### src/rtl/lcd_timing_pkg.sv
// Shared timing constants and bundle types for the RGB LCD raster driver.
// Two panel presets plus coordinate/pixel widths.
package lcd_timing_pkg;

  localparam int COORD_W = 11;
  localparam int RGB_W   = 24;
  localparam int MAX_TOTAL = 2048;

  typedef struct packed {
    int unsigned sync;
    int unsigned back;
    int unsigned valid;
    int unsigned front;
  } lcd_axis_t;

  localparam lcd_axis_t LCD_800x480_H = '{sync: 128, back: 88, valid: 800, front: 40};
  localparam lcd_axis_t LCD_800x480_V = '{sync: 2, back: 33, valid: 480, front: 10};
  localparam lcd_axis_t LCD_480x272_H = '{sync: 41, back: 2, valid: 480, front: 2};
  localparam lcd_axis_t LCD_480x272_V = '{sync: 10, back: 2, valid: 272, front: 2};

  typedef struct packed {
    logic hs;
    logic vs;
    logic de;
  } sync_t;

  function automatic int unsigned axis_total(lcd_axis_t a);
    return a.sync + a.back + a.valid + a.front;
  endfunction

endpackage

### src/rtl/lcd_timing_driver_counter.sv
// Free-running horizontal/vertical raster counter pair.
// v advances on the h wrap; both wrap together at end of frame.
module lcd_sync_counter
  import lcd_timing_pkg::*;
#(
  parameter int H_TOTAL = 1056,
  parameter int V_TOTAL = 525
) (
  input  logic               clk_in,
  input  logic               sys_rst,
  output logic [COORD_W-1:0] h_cnt_o,
  output logic [COORD_W-1:0] v_cnt_o
);

  logic [COORD_W-1:0] h_q, h_d;
  logic [COORD_W-1:0] v_q, v_d;
  logic               h_wrap, v_wrap;

  always_comb begin
    h_wrap = (h_q == COORD_W'(H_TOTAL - 1));
    v_wrap = h_wrap && (v_q == COORD_W'(V_TOTAL - 1));
    h_d    = h_wrap ? '0 : h_q + 1'b1;
    v_d    = v_q;
    if (v_wrap) begin
      v_d = '0;
    end else if (h_wrap) begin
      v_d = v_q + 1'b1;
    end
  end

  always_ff @(posedge clk_in) begin
    if (sys_rst) begin
      h_q <= '0;
      v_q <= '0;
    end else begin
      h_q <= h_d;
      v_q <= v_d;
    end
  end

  assign h_cnt_o = h_q;
  assign v_cnt_o = v_q;

endmodule

### src/rtl/lcd_timing_driver.sv
// Raster timing generator and panel output stage for an RGB LCD.
// Sync/DE are delayed to line up with the pixel source read latency.
module lcd_timing_driver
  import lcd_timing_pkg::*;
#(
  parameter int H_SYNC   = LCD_800x480_H.sync,
  parameter int H_BACK   = LCD_800x480_H.back,
  parameter int H_VALID  = LCD_800x480_H.valid,
  parameter int H_FRONT  = LCD_800x480_H.front,
  parameter int V_SYNC   = LCD_800x480_V.sync,
  parameter int V_BACK   = LCD_800x480_V.back,
  parameter int V_VALID  = LCD_800x480_V.valid,
  parameter int V_FRONT  = LCD_800x480_V.front,
  parameter int DATA_LAT = 1,
  parameter bit HS_POL   = 1'b0,
  parameter bit VS_POL   = 1'b0
) (
  input  logic               clk_in,
  input  logic               sys_rst,
  output logic [COORD_W-1:0] pix_x,
  output logic [COORD_W-1:0] pix_y,
  output logic               pix_req,
  input  logic [RGB_W-1:0]   pix_data,
  output logic               frame_start,
  output logic               lcd_hs,
  output logic               lcd_vs,
  output logic               lcd_de,
  output logic [RGB_W-1:0]   lcd_rgb
);

  localparam int H_TOTAL = H_SYNC + H_BACK + H_VALID + H_FRONT;
  localparam int V_TOTAL = V_SYNC + V_BACK + V_VALID + V_FRONT;
  localparam int H_ACT   = H_SYNC + H_BACK;
  localparam int V_ACT   = V_SYNC + V_BACK;

  if (H_TOTAL > MAX_TOTAL || V_TOTAL > MAX_TOTAL) begin : g_bad_total
    $error("lcd_timing_driver: H_TOTAL/V_TOTAL exceed 2048");
  end
  if (DATA_LAT < 1 || DATA_LAT > 4) begin : g_bad_lat
    $error("lcd_timing_driver: DATA_LAT must be 1..4");
  end

  logic [COORD_W-1:0] h_cnt, v_cnt;

  lcd_sync_counter #(
    .H_TOTAL(H_TOTAL),
    .V_TOTAL(V_TOTAL)
  ) u_cnt (
    .clk_in (clk_in),
    .sys_rst(sys_rst),
    .h_cnt_o(h_cnt),
    .v_cnt_o(v_cnt)
  );

  // 12-bit compares so a region ending exactly at 2048 still decodes
  logic [COORD_W:0] h_ext, v_ext;
  sync_t            raw;
  logic [COORD_W-1:0] x_d, y_d;
  logic               fs_d;

  always_comb begin
    h_ext  = {1'b0, h_cnt};
    v_ext  = {1'b0, v_cnt};
    raw.hs = h_ext < 12'(H_SYNC);
    raw.vs = v_ext < 12'(V_SYNC);
    raw.de = (h_ext >= 12'(H_ACT)) && (h_ext < 12'(H_ACT + H_VALID))
          && (v_ext >= 12'(V_ACT)) && (v_ext < 12'(V_ACT + V_VALID));
    x_d    = raw.de ? h_cnt - COORD_W'(H_ACT) : '0;
    y_d    = raw.de ? v_cnt - COORD_W'(V_ACT) : '0;
    fs_d   = (h_cnt == '0) && (v_cnt == '0);
  end

  sync_t              req_q;
  logic [COORD_W-1:0] x_q, y_q;
  logic               fs_q;
  sync_t              pipe_q [DATA_LAT];
  sync_t              tail;
  logic               hs_q, vs_q, de_q;
  logic [RGB_W-1:0]   rgb_q;

  assign tail = pipe_q[DATA_LAT-1];

  always_ff @(posedge clk_in) begin
    if (sys_rst) begin
      req_q <= '0;
      x_q   <= '0;
      y_q   <= '0;
      fs_q  <= 1'b0;
      for (int i = 0; i < DATA_LAT; i++) begin
        pipe_q[i] <= '0;
      end
      hs_q  <= ~HS_POL;
      vs_q  <= ~VS_POL;
      de_q  <= 1'b0;
      rgb_q <= '0;
    end else begin
      req_q     <= raw;
      x_q       <= x_d;
      y_q       <= y_d;
      fs_q      <= fs_d;
      pipe_q[0] <= req_q;
      for (int i = 1; i < DATA_LAT; i++) begin
        pipe_q[i] <= pipe_q[i-1];
      end
      hs_q  <= tail.hs ~^ HS_POL;
      vs_q  <= tail.vs ~^ VS_POL;
      de_q  <= tail.de;
      rgb_q <= tail.de ? pix_data : '0;
    end
  end

  assign pix_req     = req_q.de;
  assign pix_x       = x_q;
  assign pix_y       = y_q;
  assign frame_start = fs_q;
  assign lcd_hs      = hs_q;
  assign lcd_vs      = vs_q;
  assign lcd_de      = de_q;
  assign lcd_rgb     = rgb_q;

endmodule

### config.mk
export PLATFORM = sky130hd
export DESIGN_NAME = lcd_timing_driver
export DESIGN_NICKNAME = d
export VERILOG_FILES = /design/src/rtl/lcd_timing_pkg.sv /design/src/rtl/lcd_timing_driver_counter.sv /design/src/rtl/lcd_timing_driver.sv
export SDC_FILE = /design/constraint.sdc
export NUM_CORES = 1
export LEC_CHECK = 0
export BUFFER_PORTS_ARGS = -buffer_cell sky130_fd_sc_hd__buf_2
export CAP_MARGIN = 0
export CORE_MARGIN = 8
export CORE_UTILIZATION = 55
export CTS_BUF_LIST = sky130_fd_sc_hd__clkbuf_8
export CTS_CLUSTER_SIZE = 24
export DETAILED_ROUTE_END_ITERATION = 10
export GPL_ROUTABILITY_DRIVEN = 0
export HOLD_SLACK_MARGIN = 0.08
export MAX_ROUTING_LAYER = met4
export PLACE_DENSITY = 0.83
export SLEW_MARGIN = 40
export SYNTH_ARGS = -nofsm -noshare
export SYNTH_HDL_FRONTEND = slang
export SYNTH_HIERARCHICAL = 1
export SYNTH_SLANG_ARGS = --single-unit
### constraint.sdc
create_clock -name clk_in -period 3.62 [get_ports clk_in]
set_clock_uncertainty 0.15 [all_clocks]
set_input_delay 0.543 -clock clk_in [delete_from_list [all_inputs] [get_ports clk_in]]
set_output_delay 0.543 -clock clk_in [all_outputs]
set_load 0.02 [all_outputs]
; Yosys cells after proc, flatten, opt, wreduce, memory -nomap -nowiden
; Memories as Yosys holds them, arrays and structs flattened.
; Index checks and enable logic that the tools add are counted.
[classes]
div_mod_pow = 0
n_eq_ne = 2
reduce_logical = 12
shift = 0
n_bitwise = 4
n_addsub = 4
mux = 5
magnitude_cmp = 6
n_mul = 0
[ops]
columns = op, count
row1 = $add A11 B1 Y11 const B, 2
row2 = $logic_not A11 Y1, 2
row3 = $lt A11 B10 Y1 const B, 2
row4 = $eq A11 B10 Y1 const B, 1
row5 = $eq A11 B11 Y1 const B, 1
row6 = $ge A11 B6 Y1 const B, 1
row7 = $ge A11 B8 Y1 const B, 1
row8 = $lt A11 B2 Y1 const B, 1
row9 = $lt A11 B8 Y1 const B, 1
row10 = $sub A11 B6 Y11 const B, 1
row11 = $sub A11 B8 Y11 const B, 1
row12 = $reduce_or A2 Y1, 4
row13 = $logic_and A1 B1 Y1, 5
row14 = $mux W1, 4
row15 = $not A1 Y1, 4
row16 = $mux W3, 1
row17 = $reduce_or A3 Y1, 1
[word_totals]
inputBits = 26
n_memories = 1
output_inout_bits = 51
ram_bits = 3
latch_bits = 0
ff_bits = 75
elab_cells = 46
romBits = 0
[memory_table]
columns = memory, depth, word_bits, read_ports, rd_ports_with_merged_regs, wr, line_no
row1 = pipe_q, 1, 3, 1, 0, 1, lcd_timing_driver.sv:76  ; sync_t pipe_q [DATA_LAT];

; Depth between registers and ports, before layout
[depth]
ltp_word = 6
mapped_depth = 7

; By module
; The synthesis kept the hierarchy.
[by_module_without_submodules]
columns = mod, area_per_inst_um2, cells_per_inst, n_inst, seq_area_each_um2
row1 = lcd_timing_driver, 1824.2, 173, 1, 1121.1
row2 = lcd_sync_counter, 1022.2, 116, 1, 440.4

; Worst setup path after synthesis
; No wires, ideal clock.
[synth_path]
path_kind = reg-to-reg
startpoint = register u_cnt.v_q[0], in the netlist u_cnt/v_cnt_o[0]
endpoint = register y_q[6], in the netlist pix_y[6]
synth_period_minus_slack_ns = 1.922
setup_ns = 0.065
path_stages_with_launch = 6
n_path_buf = 1
path_slack_ns = 1.698
t_arrival_ns = 1.707
path_cell_list = dfxtp_1 -> a2111o_1 -> o31a_1 -> a2111o_1 -> buf_6 -> nor2_1
[synth_between]
elab_chain_cells = 5
[synth_rtl]
columns = item, line_no
row1 = from (decl), lcd_timing_driver_counter.sv:16  ; logic [COORD_W-1:0] v_q, v_d;
row2 = from (signal assigned), lcd_timing_driver_counter.sv:37  ; v_q <= v_d;
row3 = $ge A11 B6 Y1, lcd_timing_driver.sv:67  ; && (v_ext >= 12'(V_ACT)) && (v_ext < 12'(V_ACT + V_VALID));
row4 = $logic_and A1 B1 Y1 (2 in a row), lcd_timing_driver.sv:67
row5 = $not A1 Y1 (no source line), --
row6 = $reduce_or A2 Y1 (no source line), --
row7 = to (signal assigned), lcd_timing_driver.sv:99  ; y_q <= y_d;
row8 = to (decl), lcd_timing_driver.sv:74  ; logic [COORD_W-1:0] x_q, y_q;
; Parallel ways exist; a longest one is shown, timed or not.
; A chain may end at the register's enable or synchronous reset.

; Worst setup path in the final report
[layout_path]
startpoint = register u_cnt.h_q[0], in the netlist u_cnt/h_cnt_o[0]
endpoint = register u_cnt.v_q[3], in the netlist u_cnt/v_cnt_o[3]
[layout_between]
elab_chain_cells = 3
[layout_rtl]
columns = item, line_no
row1 = from (decl), lcd_timing_driver_counter.sv:15  ; logic [COORD_W-1:0] h_q, h_d;
row2 = from (signal assigned), lcd_timing_driver_counter.sv:33  ; h_q <= '0;
row3 = from (signal assigned), lcd_timing_driver_counter.sv:36  ; h_q <= h_d;
row4 = $eq A11 B11 Y1 (*), lcd_timing_driver_counter.sv:20  ; h_wrap = (h_q == COORD_W'(H_TOTAL - 1));
row5 = $logic_and A1 B1 Y1, lcd_timing_driver_counter.sv:21  ; v_wrap = h_wrap && (v_q == COORD_W'(V_TOTAL - 1));
row6 = $reduce_or A2 Y1 (no source line), --
; Mark *: on every way between the ends. The rest lies on a longest branch, timed or not.

==> metrics <==
Pint=1290 uW; CP max FO=11; Reg power frac=53.4%; Worst Path Required=3670 ps; share of cells above drive strength 1=26.3%; antenna-violating nets left=0; Fin Setup TNS=0 ps; largest net degree at the start of global routing=26; Comb pwr share=2.3%; Die Wd=87.9 um; CP arrival=2370 ps; filler instances=343; DPL Wire Length=4250 um; P&R area growth vs syn=23.1%; most frequent cells in the layout=dfxtp_1, buf_2, nor2_1; total power=1630 uW; antenna cells=0; Core Area=0.00504 sq mm; Synth async-reset ratio=0%; clk buf depth=2; vias in the first global route=2038; Setup-failing EPs final=0; total grt overflow=0; first-pass GRT wire length=9590 um; most common cell after layout, fill and taps aside=dfxtp_1; Slew headroom=55.2%; final WL=6060 um; cell area after synthesis=0.00285 sq mm; clock latency at the later pin of the worst-skew pair=330 ps; DR WL/cell=13.7 um; Max H-tree Level=3; Synth area leaders=dfxtp_1, and2_1, nor2_1, xor2_1, xnor2_1; hold_buf cts=0; minimum clock period=2320 ps; syn nets=321; post_cts resized=0; GRT Util Overall=16.6%; utilization after layout=69.5%; P_leak=0.00165 uW; total die area=0.00773 sq mm; crit path launch type=flip-flop; antenna violations before repair=0; Max-Cap Viols=0; I/O Pins=77; vias after detailed routing=2214; dominant cell type by area after synthesis=dfxtp_1; CTS tree=built; nets@finish=399; Final Hold Fails=0; multi-input logic area=0.00120 sq mm; Initial Utilization=56.5%; Die Span Y=87.9 um; DRT iter0 DRCs=121; fin crit share=64.2%; CTS Root Cell=clkbuf_8; post-synthesis cell type count=38; Power Density=464 mW/mm^2; DRC errors left=0; via/cell ratio=5.01; Net Sw Frac=20.5%; unrepaired setup endpoints after global routing=no; crit end category=flip-flop; #FFs+latches synth=78; P_sw=334 uW; Post CTS Setup Buffer Count=0; EDFF count, synth=0; Clock Pin Slew Worst Setup and Hold Paths=80 ps; Min-Delay Path Class=reg2reg; drt pass-1 iters=4; peak supply drop=0.000212 V; Clk network pwr share=44.3%; row count=26; Cells after Synth=289; outcome=complete, no violations; Main synth FF type=dfxtp_1; # port buffers=76; Synth top area share=54.9%; Synth Area per Inst=9.85 sq um; Worst Tran Pin Value=671 ps; Seq/Total Area, Yosys=54.9%; Synth Warn #=6; Peak Freq=430 MHz; register area=0.00156 sq mm; clock sink count=78; Final Max Tran Viols=0; critical path class=reg2reg; Inserted Clock Buffers=9
## logic make-up (layout without fill, tap and decap cells)
group,Yosys count,after routing,synth area share [%]
buffers and inverters,21,104,3.52
multiplexers,1,1,0.352
AND/OR/NAND/NOR,128,128,24.3
adder cells (fa/ha/maj),6,6,2.64
XOR/XNOR,26,26,8.00
AO/OA/AOI/OAI,29,29,6.37
flip-flops,78,78,54.9
## per-stage QoR
step | worst slack (ps) | cells | cell area [sq um] | hold slack, ps
after floorplan | 1700 | 289 | 2850 | 205
after global placement | 1240 | 426 | 3260 | 208
after detailed placement | 1320 | 426 | 3270 | 216
after CTS | 1290 | 442 | 3500 | 233
after global routing | 1140 | 442 | 3500 | 232
final | 1300 | 442 | 3500 | 228
## registers in the layout, indices dropped and copies added (netlist names), 2 cells and up
register,cells
lcd_rgb,24
pix_x,11
pix_y,11
u_cnt/h_cnt_o,11
u_cnt/v_cnt_o,11
pipe_q,3
req_q,2
## final timing paths
| path | start | end | slack (ps) | cells after the start |
|---|---|---|---|---|
| worst min-delay path | pipe_q[0][1] | lcd_vs | 230 | 1 |
| worst max-delay path | u_cnt/h_cnt_o[0] | u_cnt/v_cnt_o[3] | 1300 | 5 |
| worst min register to register | pipe_q[0][1] | lcd_vs | 230 | 1 |
| worst max register to register | u_cnt/h_cnt_o[0] | u_cnt/v_cnt_o[3] | 1300 | 5 |
## cells in the mapped netlist (2+ instances only)
| master | count |
|---|---|
| a2111o_1 | 2 |
| a21oi_1 | 12 |
| and2_1 | 26 |
| and3_1 | 4 |
| and4_1 | 2 |
| buf_6 | 2 |
| clkbuf_1 | 4 |
| dfxtp_1 | 78 |
| ha_1 | 6 |
| inv_1 | 12 |
| nand2_1 | 11 |
| nand2b_1 | 3 |
| nand3_1 | 6 |
| nand4_1 | 9 |
| nor2_1 | 41 |
| nor2b_1 | 5 |
| nor3_1 | 4 |
| nor4_1 | 2 |
| nor4b_1 | 2 |
| o21ai_0 | 10 |
| or3_1 | 7 |
| xnor2_1 | 10 |
| xor2_1 | 16 |
## routing by layer
metal,vias to the layer above,track usage (%),share of wire [%]
li1,1121,-,-
met1,1003,18.1,42
met2,86,26.9,47
met3,4,5.82,10
met4,0,6.56,0.66
met5,-,-,0
## layout make-up
type / count / area share [%]
Sequential cell: 78 / 44.6
Multi-Input combinational cell: 190 / 34.2
Inverter: 12 / 1.29
Clock inverter: 6 / 2.64
Timing Repair Buffer: 76 / 10.9
Tap cell: 70 / 2.50
Clock buffer: 10 / 3.93
## worst max-delay path, stage by stage (launching register included)
cell and delay, ps:
dfxtp_1 410, ha_1 240, and4_1 360, nand3_2 200
o41ai_4 720, nor2_1 110
## power groups by stage
stage,clock network (uW),registers (uW),logic [uW]
after global placement,0,889,35.5
after floorplan,0,891,14.9
after CTS,732,869,36.8
after global routing,771,870,41.8
after detailed placement,0,890,36.4
final,721,869,36.8
(Power assumes the default switching activity.)
